[config.mk]
export PLATFORM = sky130hd
export DESIGN_NAME = core_decode
export DESIGN_NICKNAME = d
export VERILOG_FILES = /design/src/rtl/core_pkg.sv /design/src/rtl/core_decode_if.sv /design/src/rtl/core_imm_gen.sv /design/src/rtl/core_decode.sv
export SDC_FILE = /design/constraint.sdc
export NUM_CORES = 1
export LEC_CHECK = 0
export BUFFER_PORTS_ARGS = -buffer_cell sky130_fd_sc_hd__buf_2
export CAP_MARGIN = 25
export CORE_UTILIZATION = 30
export DETAILED_ROUTE_END_ITERATION = 10
export SLEW_MARGIN = 20
export SYNTH_ARGS = -nofsm -noshare
export SYNTH_HDL_FRONTEND = slang
export SYNTH_HIERARCHICAL = 1
export SYNTH_SLANG_ARGS = --single-unit
export TNS_END_PERCENT = 5
[constraint.sdc]
create_clock -name clk -period 3.61 [get_ports clk]
set_input_delay 0.361 -clock clk [delete_from_list [all_inputs] [get_ports clk]]
set_output_delay 0.361 -clock clk [all_outputs]
set_load 0.005 [all_outputs]
[src/rtl/core_pkg.sv]
// Shared RV32I decode constants: opcodes, funct3/funct7 codes, immediate
// formats, flag bit positions and per-format register-field usage.
package core_pkg;

    localparam logic [6:0] OPC_LUI    = 7'b0110111;
    localparam logic [6:0] OPC_AUIPC  = 7'b0010111;
    localparam logic [6:0] OPC_JAL    = 7'b1101111;
    localparam logic [6:0] OPC_JALR   = 7'b1100111;
    localparam logic [6:0] OPC_BRANCH = 7'b1100011;
    localparam logic [6:0] OPC_LOAD   = 7'b0000011;
    localparam logic [6:0] OPC_STORE  = 7'b0100011;
    localparam logic [6:0] OPC_OPIMM  = 7'b0010011;
    localparam logic [6:0] OPC_OP     = 7'b0110011;

    localparam logic [2:0] F3_ADD  = 3'b000;
    localparam logic [2:0] F3_SLL  = 3'b001;
    localparam logic [2:0] F3_SLT  = 3'b010;
    localparam logic [2:0] F3_SLTU = 3'b011;
    localparam logic [2:0] F3_XOR  = 3'b100;
    localparam logic [2:0] F3_SR   = 3'b101;
    localparam logic [2:0] F3_OR   = 3'b110;
    localparam logic [2:0] F3_AND  = 3'b111;

    localparam logic [2:0] F3_BEQ  = 3'b000;
    localparam logic [2:0] F3_BNE  = 3'b001;
    localparam logic [2:0] F3_BLT  = 3'b100;
    localparam logic [2:0] F3_BGE  = 3'b101;
    localparam logic [2:0] F3_BLTU = 3'b110;
    localparam logic [2:0] F3_BGEU = 3'b111;

    localparam logic [2:0] F3_MB   = 3'b000;
    localparam logic [2:0] F3_MH   = 3'b001;
    localparam logic [2:0] F3_MW   = 3'b010;
    localparam logic [2:0] F3_MBU  = 3'b100;
    localparam logic [2:0] F3_MHU  = 3'b101;

    localparam logic [6:0] F7_BASE = 7'b0000000;
    localparam logic [6:0] F7_ALT  = 7'b0100000;

    typedef enum logic [2:0] {
        FMT_NONE,
        FMT_R,
        FMT_I,
        FMT_S,
        FMT_B,
        FMT_U,
        FMT_J,
        FMT_SH
    } imm_fmt_e;

    // Bit positions in the internal one-hot flag vector, in output port order.
    localparam int NUM_FLAGS = 33;
    localparam int FL_ADDI  = 0;
    localparam int FL_SLTI  = 1;
    localparam int FL_SLTIU = 2;
    localparam int FL_XORI  = 3;
    localparam int FL_ORI   = 4;
    localparam int FL_ANDI  = 5;
    localparam int FL_SLLI  = 6;
    localparam int FL_SRLI  = 7;
    localparam int FL_SRAI  = 8;
    localparam int FL_ADD   = 9;
    localparam int FL_SUB   = 10;
    localparam int FL_SLL   = 11;
    localparam int FL_SLT   = 12;
    localparam int FL_SLTU  = 13;
    localparam int FL_XOR   = 14;
    localparam int FL_SRL   = 15;
    localparam int FL_SRA   = 16;
    localparam int FL_OR    = 17;
    localparam int FL_AND   = 18;
    localparam int FL_BEQ   = 19;
    localparam int FL_BNE   = 20;
    localparam int FL_BLT   = 21;
    localparam int FL_BGE   = 22;
    localparam int FL_BLTU  = 23;
    localparam int FL_BGEU  = 24;
    localparam int FL_LB    = 25;
    localparam int FL_LH    = 26;
    localparam int FL_LW    = 27;
    localparam int FL_LBU   = 28;
    localparam int FL_LHU   = 29;
    localparam int FL_SB    = 30;
    localparam int FL_SH    = 31;
    localparam int FL_SW    = 32;

    function automatic logic fmt_has_rd(input imm_fmt_e fmt);
        return (fmt == FMT_R) || (fmt == FMT_I) || (fmt == FMT_SH) ||
               (fmt == FMT_U) || (fmt == FMT_J);
    endfunction

    function automatic logic fmt_has_rs1(input imm_fmt_e fmt);
        return (fmt == FMT_R) || (fmt == FMT_I) || (fmt == FMT_SH) ||
               (fmt == FMT_S) || (fmt == FMT_B);
    endfunction

    function automatic logic fmt_has_rs2(input imm_fmt_e fmt);
        return (fmt == FMT_R) || (fmt == FMT_S) || (fmt == FMT_B);
    endfunction

endpackage

[src/rtl/core_decode_if.sv]
// Decoder-to-immediate-generator channel: selected format plus the
// instruction bits that carry immediate fields (the opcode stays in the decoder).
interface core_decode_if;
    import core_pkg::*;

    imm_fmt_e     fmt;
    logic [31:7]  inst;
    logic [31:0]  imm;

    modport master (output fmt, output inst, input  imm);
    modport slave  (input  fmt, input  inst, output imm);
endinterface

[src/rtl/core_imm_gen.sv]
// Combinational RV32I immediate generator: format + instruction bits to a
// 32-bit immediate; R-type and unrecognised formats yield zero.
module core_imm_gen
    import core_pkg::*;
(
    core_decode_if.slave dec_if
);

    logic [31:7] ib;
    logic [31:0] imm_c;

    assign ib = dec_if.inst;

    always_comb begin
        imm_c = '0;
        case (dec_if.fmt)
            FMT_I:   imm_c = {{20{ib[31]}}, ib[31:20]};
            FMT_SH:  imm_c = {27'b0, ib[24:20]};
            FMT_S:   imm_c = {{20{ib[31]}}, ib[31:25], ib[11:7]};
            FMT_B:   imm_c = {{19{ib[31]}}, ib[31], ib[7], ib[30:25], ib[11:8], 1'b0};
            FMT_U:   imm_c = {ib[31:12], 12'b0};
            FMT_J:   imm_c = {{11{ib[31]}}, ib[31], ib[19:12], ib[20], ib[30:21], 1'b0};
            default: imm_c = '0;
        endcase
    end

    assign dec_if.imm = imm_c;

endmodule

[src/rtl/core_decode.sv]
// RV32I decode stage: combinational field/flag/immediate decode of the
// fetched word, registered once so results appear one cycle later.
module core_decode
    import core_pkg::*;
(
    input  logic        rst_n,
    input  logic        clk,
    input  logic [31:0] inst,
    output logic [4:0]  RD_NUM,
    output logic [4:0]  RS1_NUM,
    output logic [4:0]  RS2_NUM,
    output logic [31:0] IMM,
    output logic        I_ADDI,
    output logic        I_SLTI,
    output logic        I_SLTIU,
    output logic        I_XORI,
    output logic        I_ORI,
    output logic        I_ANDI,
    output logic        I_SLLI,
    output logic        I_SRLI,
    output logic        I_SRAI,
    output logic        I_ADD,
    output logic        I_SUB,
    output logic        I_SLL,
    output logic        I_SLT,
    output logic        I_SLTU,
    output logic        I_XOR,
    output logic        I_SRL,
    output logic        I_SRA,
    output logic        I_OR,
    output logic        I_AND,
    output logic        I_BEQ,
    output logic        I_BNE,
    output logic        I_BLT,
    output logic        I_BGE,
    output logic        I_BLTU,
    output logic        I_BGEU,
    output logic        I_LB,
    output logic        I_LH,
    output logic        I_LW,
    output logic        I_LBU,
    output logic        I_LHU,
    output logic        I_SB,
    output logic        I_SH,
    output logic        I_SW,
    output logic        N_INST
);

    logic [6:0]           opcode;
    logic [2:0]           funct3;
    logic [6:0]           funct7;
    imm_fmt_e             fmt_c;
    imm_fmt_e             fmt_eff;
    logic                 illegal_c;
    logic [NUM_FLAGS-1:0] flags_c;

    logic [4:0]           rd_d,  rd_q;
    logic [4:0]           rs1_d, rs1_q;
    logic [4:0]           rs2_d, rs2_q;
    logic [31:0]          imm_d, imm_q;
    logic [NUM_FLAGS-1:0] flags_d, flags_q;
    logic                 ninst_d, ninst_q;

    core_decode_if dec_if ();

    assign opcode = inst[6:0];
    assign funct3 = inst[14:12];
    assign funct7 = inst[31:25];

    always_comb begin
        fmt_c     = FMT_NONE;
        illegal_c = 1'b0;
        flags_c   = '0;
        case (opcode)
            OPC_LUI, OPC_AUIPC: fmt_c = FMT_U;
            OPC_JAL:            fmt_c = FMT_J;
            OPC_JALR: begin
                fmt_c = FMT_I;
                if (funct3 != 3'b000) illegal_c = 1'b1;
            end
            OPC_BRANCH: begin
                fmt_c = FMT_B;
                case (funct3)
                    F3_BEQ:  flags_c[FL_BEQ]  = 1'b1;
                    F3_BNE:  flags_c[FL_BNE]  = 1'b1;
                    F3_BLT:  flags_c[FL_BLT]  = 1'b1;
                    F3_BGE:  flags_c[FL_BGE]  = 1'b1;
                    F3_BLTU: flags_c[FL_BLTU] = 1'b1;
                    F3_BGEU: flags_c[FL_BGEU] = 1'b1;
                    default: illegal_c = 1'b1;
                endcase
            end
            OPC_LOAD: begin
                fmt_c = FMT_I;
                case (funct3)
                    F3_MB:   flags_c[FL_LB]  = 1'b1;
                    F3_MH:   flags_c[FL_LH]  = 1'b1;
                    F3_MW:   flags_c[FL_LW]  = 1'b1;
                    F3_MBU:  flags_c[FL_LBU] = 1'b1;
                    F3_MHU:  flags_c[FL_LHU] = 1'b1;
                    default: illegal_c = 1'b1;
                endcase
            end
            OPC_STORE: begin
                fmt_c = FMT_S;
                case (funct3)
                    F3_MB:   flags_c[FL_SB] = 1'b1;
                    F3_MH:   flags_c[FL_SH] = 1'b1;
                    F3_MW:   flags_c[FL_SW] = 1'b1;
                    default: illegal_c = 1'b1;
                endcase
            end
            OPC_OPIMM: begin
                fmt_c = FMT_I;
                case (funct3)
                    F3_ADD:  flags_c[FL_ADDI]  = 1'b1;
                    F3_SLT:  flags_c[FL_SLTI]  = 1'b1;
                    F3_SLTU: flags_c[FL_SLTIU] = 1'b1;
                    F3_XOR:  flags_c[FL_XORI]  = 1'b1;
                    F3_OR:   flags_c[FL_ORI]   = 1'b1;
                    F3_AND:  flags_c[FL_ANDI]  = 1'b1;
                    F3_SLL: begin
                        fmt_c = FMT_SH;
                        if (funct7 == F7_BASE) flags_c[FL_SLLI] = 1'b1;
                        else                   illegal_c = 1'b1;
                    end
                    default: begin
                        // Only F3_SR reaches here: SRLI/SRAI split on funct7.
                        fmt_c = FMT_SH;
                        if (funct7 == F7_BASE)     flags_c[FL_SRLI] = 1'b1;
                        else if (funct7 == F7_ALT) flags_c[FL_SRAI] = 1'b1;
                        else                       illegal_c = 1'b1;
                    end
                endcase
            end
            OPC_OP: begin
                fmt_c = FMT_R;
                if (funct7 == F7_BASE) begin
                    case (funct3)
                        F3_ADD:  flags_c[FL_ADD]  = 1'b1;
                        F3_SLL:  flags_c[FL_SLL]  = 1'b1;
                        F3_SLT:  flags_c[FL_SLT]  = 1'b1;
                        F3_SLTU: flags_c[FL_SLTU] = 1'b1;
                        F3_XOR:  flags_c[FL_XOR]  = 1'b1;
                        F3_SR:   flags_c[FL_SRL]  = 1'b1;
                        F3_OR:   flags_c[FL_OR]   = 1'b1;
                        default: flags_c[FL_AND]  = 1'b1;
                    endcase
                end else if (funct7 == F7_ALT) begin
                    case (funct3)
                        F3_ADD:  flags_c[FL_SUB] = 1'b1;
                        F3_SR:   flags_c[FL_SRA] = 1'b1;
                        default: illegal_c = 1'b1;
                    endcase
                end else begin
                    illegal_c = 1'b1;
                end
            end
            default: illegal_c = 1'b1;
        endcase
    end

    // An illegal word collapses to FMT_NONE so indices and IMM read as zero.
    assign fmt_eff     = illegal_c ? FMT_NONE : fmt_c;
    assign dec_if.fmt  = fmt_eff;
    assign dec_if.inst = inst[31:7];

    core_imm_gen u_imm_gen (
        .dec_if (dec_if.slave)
    );

    assign rd_d    = fmt_has_rd(fmt_eff)  ? inst[11:7]  : 5'd0;
    assign rs1_d   = fmt_has_rs1(fmt_eff) ? inst[19:15] : 5'd0;
    assign rs2_d   = fmt_has_rs2(fmt_eff) ? inst[24:20] : 5'd0;
    assign imm_d   = dec_if.imm;
    assign flags_d = illegal_c ? '0 : flags_c;
    assign ninst_d = illegal_c;

    always_ff @(posedge clk) begin
        if (rst_n) begin
            rd_q    <= '0;
            rs1_q   <= '0;
            rs2_q   <= '0;
            imm_q   <= '0;
            flags_q <= '0;
            ninst_q <= 1'b0;
        end else begin
            rd_q    <= rd_d;
            rs1_q   <= rs1_d;
            rs2_q   <= rs2_d;
            imm_q   <= imm_d;
            flags_q <= flags_d;
            ninst_q <= ninst_d;
        end
    end

    assign RD_NUM  = rd_q;
    assign RS1_NUM = rs1_q;
    assign RS2_NUM = rs2_q;
    assign IMM     = imm_q;
    assign N_INST  = ninst_q;

    assign I_ADDI  = flags_q[FL_ADDI];
    assign I_SLTI  = flags_q[FL_SLTI];
    assign I_SLTIU = flags_q[FL_SLTIU];
    assign I_XORI  = flags_q[FL_XORI];
    assign I_ORI   = flags_q[FL_ORI];
    assign I_ANDI  = flags_q[FL_ANDI];
    assign I_SLLI  = flags_q[FL_SLLI];
    assign I_SRLI  = flags_q[FL_SRLI];
    assign I_SRAI  = flags_q[FL_SRAI];
    assign I_ADD   = flags_q[FL_ADD];
    assign I_SUB   = flags_q[FL_SUB];
    assign I_SLL   = flags_q[FL_SLL];
    assign I_SLT   = flags_q[FL_SLT];
    assign I_SLTU  = flags_q[FL_SLTU];
    assign I_XOR   = flags_q[FL_XOR];
    assign I_SRL   = flags_q[FL_SRL];
    assign I_SRA   = flags_q[FL_SRA];
    assign I_OR    = flags_q[FL_OR];
    assign I_AND   = flags_q[FL_AND];
    assign I_BEQ   = flags_q[FL_BEQ];
    assign I_BNE   = flags_q[FL_BNE];
    assign I_BLT   = flags_q[FL_BLT];
    assign I_BGE   = flags_q[FL_BGE];
    assign I_BLTU  = flags_q[FL_BLTU];
    assign I_BGEU  = flags_q[FL_BGEU];
    assign I_LB    = flags_q[FL_LB];
    assign I_LH    = flags_q[FL_LH];
    assign I_LW    = flags_q[FL_LW];
    assign I_LBU   = flags_q[FL_LBU];
    assign I_LHU   = flags_q[FL_LHU];
    assign I_SB    = flags_q[FL_SB];
    assign I_SH    = flags_q[FL_SH];
    assign I_SW    = flags_q[FL_SW];

endmodule

== Word level (Yosys, flattened, before mapping) ==
Cells that the tools add are included.
Storage, ports and cells
  register bits: 81
  output and inout bits: 81
  logic and storage cells: 108
Cells by class
  eq/ne operators: 24
  multiplexer cells: 27
  bitwise logic cells: 11
  reduce and logical (&&, ||, !) cells: 32
Operators by type and width (count)
  $pmux W32 S6: 1
  $eq A7 B6 Y1 const B: 4
  $eq A3 B3 Y1 const B: 8
  $eq A7 B7 Y1 const B: 3
  $mux W1: 21
  $pmux W3 S7: 1
  $reduce_or A3 Y1: 6
  $eq A7 B5 Y1 const B: 2
  $eq A3 B2 Y1 const B: 4
  $reduce_or A2 Y1: 6
  $reduce_or A6 Y1: 2
  $not A1 Y1: 11
  $reduce_or A11 Y1: 1
  $reduce_or A10 Y1: 1
  $reduce_or A5 Y1: 2
  $logic_or A1 B1 Y1: 8
  $reduce_or A4 Y1: 2
  $eq A7 B2 Y1 const B: 1
  $logic_not A7 Y1: 1
  $pmux W1 S7: 1
  $reduce_or A7 Y1: 1
  $eq A3 B1 Y1 const B: 2
  $mux W3: 2
  $logic_not A3 Y1: 1
  other kinds (2): 2

== Longest topological paths before layout ==
  word-level depth: 14
  gate-level depth with buffers: 13

== Modules after synthesis ==
Netlist, hierarchy kept.
Modules (own cells, without submodules)
  core_decode: times used 1, cells an instance 267, area each 2681.3 um^2, seq. area each 1621.6 um^2
  core_imm_gen: times used 1, cells an instance 81, area each 467.9 um^2, seq. area each 0.0 um^2

== Least setup slack after synthesis ==
OpenSTA, ideal clock, no wires.
  kind: input to register
  from: input port inst[12]
  to: register imm_q[16], in the netlist IMM[16]
  setup time: 128 ps
  arrival time: 2574 ps
  required time: 3482 ps
  path slack: 908 ps
  cell stages on the path: 11
  cells stage by stage: clkbuf_1 -> a211o_1 -> o21ai_0 -> a211oi_1 -> or4b_4 -> buf_2 -> nor2_1 -> and2b_1 -> o21a_1 -> a21o_1 -> nor2b_1
Between the ends
  cells in the longest elaborated chain, start to end: 9
  elaborated cells on any way between the ends: 33
  those cells by class: eq/ne: 13; mux: 13; reduce/logical: 7
RTL lines
  start: declaration: RTL line core_decode.sv:8  | input logic [31:0] inst,
  $eq A3 B3 Y1 or $logic_not A3 Y1 (tied branches)
  $reduce_or A2 Y1 (no line)
  $mux W1: RTL line core_decode.sv:150  | case (funct3)
  $mux W1: RTL line core_decode.sv:149  | end else if (funct7 == F7_ALT) begin
  $mux W1: RTL line core_decode.sv:138  | if (funct7 == F7_BASE) begin
  $pmux W1 S7 (*): RTL line core_decode.sv:74  | case (opcode)
  $mux W3 (*): RTL line core_decode.sv:164  | assign fmt_eff = illegal_c ? FMT_NONE : fmt_c;
  net dec_if.fmt[1]: RTL line core_decode_if.sv:6  | imm_fmt_e fmt;
  $eq A3 B3 Y1 or $eq A3 B2 Y1 (tied branches): RTL line core_imm_gen.sv:16  | case (dec_if.fmt)
  $pmux W32 S6 (*): RTL line core_imm_gen.sv:16
  net dec_if.imm[16]: RTL line core_decode_if.sv:8  | logic [31:0] imm;
  end signal: assignment: RTL line core_decode.sv:191  | imm_q <= imm_d;
  end: declaration: RTL line core_decode.sv:60  | logic [31:0] imm_d, imm_q;
The timed path passes the listed nets; every way through them passes the cells marked *.
A chain may end at the register's enable or synchronous reset.

== Worst setup path in the final report ==
  from: input port inst[26]
  to: register imm_q[17], in the netlist IMM[17]
Between the ends
  cells in the longest elaborated chain, start to end: 8
  elaborated cells on any way between the ends: 17
  those cells by class: eq/ne: 7; mux: 9; reduce/logical: 1
RTL lines
  $eq A7 B6 Y1: RTL line core_decode.sv:131, core_decode.sv:149
  $mux W1: RTL line core_decode.sv:131  | else if (funct7 == F7_ALT) flags_c[FL_SRAI] = 1'b1;
  $mux W1: RTL line core_decode.sv:130  | if (funct7 == F7_BASE) flags_c[FL_SRLI] = 1'b1;
  $pmux W1 S2: RTL line core_decode.sv:115  | case (funct3)
  $pmux W1 S7 (*): RTL line core_decode.sv:74
  $mux W3 (*): RTL line core_decode.sv:164
  net dec_if.fmt[2]: RTL line core_decode_if.sv:6
  $eq A3 B3 Y1 or $eq A3 B2 Y1 (tied branches): RTL line core_imm_gen.sv:16
  $pmux W32 S6 (*): RTL line core_imm_gen.sv:16
  net dec_if.imm[17]: RTL line core_decode_if.sv:8
Marked as above.

==> flow_summary.yaml <==
run_status:
  status: "completed"
synthesis:
  synthMuxAreaShare_pct: 0.318
  async_flop_share_pct: 0
  synth_area_sq_um: 3150
  synth-seq-area-share_pct: 51.5
  ys_seq_elements: 81
  synth_edf_count: 0
  synthCells: 348
  synth_area_leader_cell: "dfxtp_1"
  ys_types: 46
  synth_top_area_share_pct: 51.5
  synth_fp_nets: 382
  syn_area_per_cell_sq_um: 9.05
  synth_top_family_by_area: "simple AND/OR/NAND/NOR gates"
  synth_fa_ha_area_share_pct: 0
  synthSimpleGateAreaFrac_pct: 34.1
  synth_xor_area_share_pct: 0.278
  yosys_warnings: 6
  synthFlopType: "dfxtp_1"
  synth_area_leaders: "dfxtp_1, nor2b_1, nor2_1"
  synth-compound-area-share_pct: 9.57
clock_network:
  cts_tree: "done"
  cts_buffer_depth: 2
  postCtsSetupRepairBufs: 0
  cts_buffers: 9
  root_buffer: "clkbuf_8"
  postCtsHoldBufs: 0
  cts_resized: 0
  path_clk_slew_ps: 80
  h-tree-depth: 3
  clkSinkCount: 81
place:
  gp_congestion: 0.815
  io_buffers: 114
  dp_hpwl_mm: 6.15
  post-place-cells: 581
pwr:
  ir_drop_uv: 207
  power.density_nw_per_um2: 437
  leakagePower_nw: 1.91
timing:
  slew_headroom_pct: 45.9
  fmax_mhz: 337
  max_slew.worst_pin.slew_ps: 811
  min_period_over_period_pct: 82.2
  slew_viol_final: 0
  hold_viol: 0
  period_minus_slack_ps: 2970
  fin_tns_setup_ps: 0
  final-setup-viol-count: 0
  rsz0062_at_grt: "false"
routing:
  drtPass1Iterations: 4
  wirelength_mm: 8.40
  routed_via_density: 4.59
  wire_per_inst_microns: 14.1
  remaining_drc_errors: 0
  postRouteAntennaNets: 0
  drt-initial-drc-count: 220
  num_vias: 2734
job:
  cap_violations: 0
worst_setup_path:
  cpMaxStageDelayCell: "or4b_4"
  arrival_ps: 3260
  crit_chain: "buf_2 -> nor4_1 -> and2_1 -> a211oi_1 -> or4b_4 -> a21oi_1 -> buf_4 -> nand2_1 -> o31ai_2 -> a21o_1 -> nor2b_1"
  crit_path_start_kind: "input port"
  crit_type: "in -> reg"
  cp_max_fo: 23
  slowest_delay_ps: 680
  critPathRequiredTime_ps: 3900
  endpoint_kind: "register"
layout:
  fillers: 1053
  finalNonFillerCells: 596
  n_antenna_cell: 0
  layout-drive-gt1-share_pct: 31.5
  postLayoutCoreUtil_pct: 39.6
  area_growth_syn_to_layout_pct: 28.8
  final_nets: 491
  register_area_sq_um: 1620
  multiInputGateArea_sq_um: 1390
floorplanning:
  fp.dieW_microns: 104
  start_util_pct: 30.8
  ios: 115
  core-area_sq_um: 10200
  rows: 37
  die_h_microns: 104
  die_area_sq_um: 10900
grt:
  overflow: 0
  use_met2_pct: 25.3
  grt_pass1_vias: 2708
  grt-busiest-layer: "met2"
  grt_max_degree: 45
  met3_usage_pct: 4.89
  antenna_found_initial: 0
  grt_pass1_wl_mm: 13.7
  grt_usage_pct: 16.1
  use_met1_pct: 19.8
worst_hold_path:
  hold_path_class: "in -> reg"
==> sequential cells by signal, summed over array words and instances, names as in the netlist <==
register,flops
IMM,32
N_INST,1
RD_NUM,5
RS1_NUM,5
RS2_NUM,5
flags_q,33
==> where the power goes <==
group          switching (mW)  internal, mW  leakage (nW)
Combinational          0.0612        0.0322          1.14
Clock                   0.313         0.471         0.115
Sequential           0.000377         0.894         0.652
==> through the flow <==
stage	worst slack (ps)	cell area [sq um]	hold slack, ps	power, mW
2_1_floorplan	908	3150	475	0.968
3_3_place_gp	296	3820	621	1.01
3_5_place_dp	235	3820	611	1.01
4_1_cts	614	4050	219	1.79
5_1_grt	391	4060	226	1.84
6_report	641	4060	234	1.77
==> cell families (layout without fill, tap and decap cells) <==
group                  after synthesis  in the layout
AO/OA/AOI/OAI                       42             42
buffers and inverters               30            142
flip-flops                          81             81
XOR/XNOR                             1              1
AND/OR/NAND/NOR                    193            193
multiplexers                         1              1
==> cell usage in the layout, fill, tap and decap left out, types with 2 or more instances in the layout <==
cell type	instances
o22ai_1	2
nor3_2	6
o211ai_1	4
and2_1	9
nor3_1	6
clkbuf_8	10
o21a_1	2
or3_1	6
nand4b_1	7
nand3_1	21
nor2_1	44
buf_2	114
inv_1	9
nand2_1	27
bufinv_16	3
nand4_1	2
nand2b_1	13
and2b_1	2
dfxtp_1	81
a211o_1	2
nor4_1	2
clkbuf_1	2
nor2b_1	39
buf_4	4
o21ai_0	10
a211oi_1	5
a21o_1	10
==> final cells by class <==
| cell class | count | area share [%] |
|---|---|---|
| clock inverters | 3 | 2.22 |
| clock buffers | 11 | 3.49 |
| inverters | 9 | 0.833 |
| repair buffers | 119 | 14.9 |
| flip-flops and latches | 81 | 40.0 |
| multi-input cells | 237 | 34.4 |
| well taps | 136 | 4.20 |
==> layer usage <==
layer  vias to the layer above  wire, microns
met1                      1244           3760
met3                        13            586
met4                         0            148
met5                         -              0
li1                       1376              -
met2                       101           3900
==> critical path, delay by kind of cell <==
family          cells  cell delay, ps
compound gates      4             990
buf+inv             2             380
simple gates        5            1540
==> final timing paths <==
kind | slack [ps] | cells past startpoint | to | startpoint
worst min-delay path | 230 | 3 | RS1_NUM[0]$_SDFF_PP0_ | inst[15]
worst max-delay path | 640 | 11 | IMM[17]$_SDFF_PP0_ | inst[26]
==> Yosys cell counts (4+ instances only) <==
cell type,count
dfxtp_1,81
nor2_1,44
nor2b_1,39
nand2_1,27
nand3_1,21
nand2b_1,13
a21o_1,10
clkbuf_1,10
o21ai_0,10
and2_1,9
inv_1,9
buf_2,7
nand4b_1,7
nor3_1,6
nor3_2,6
or3_1,6
a211oi_1,5
o211ai_1,4
(Power assumes the default switching activity.)
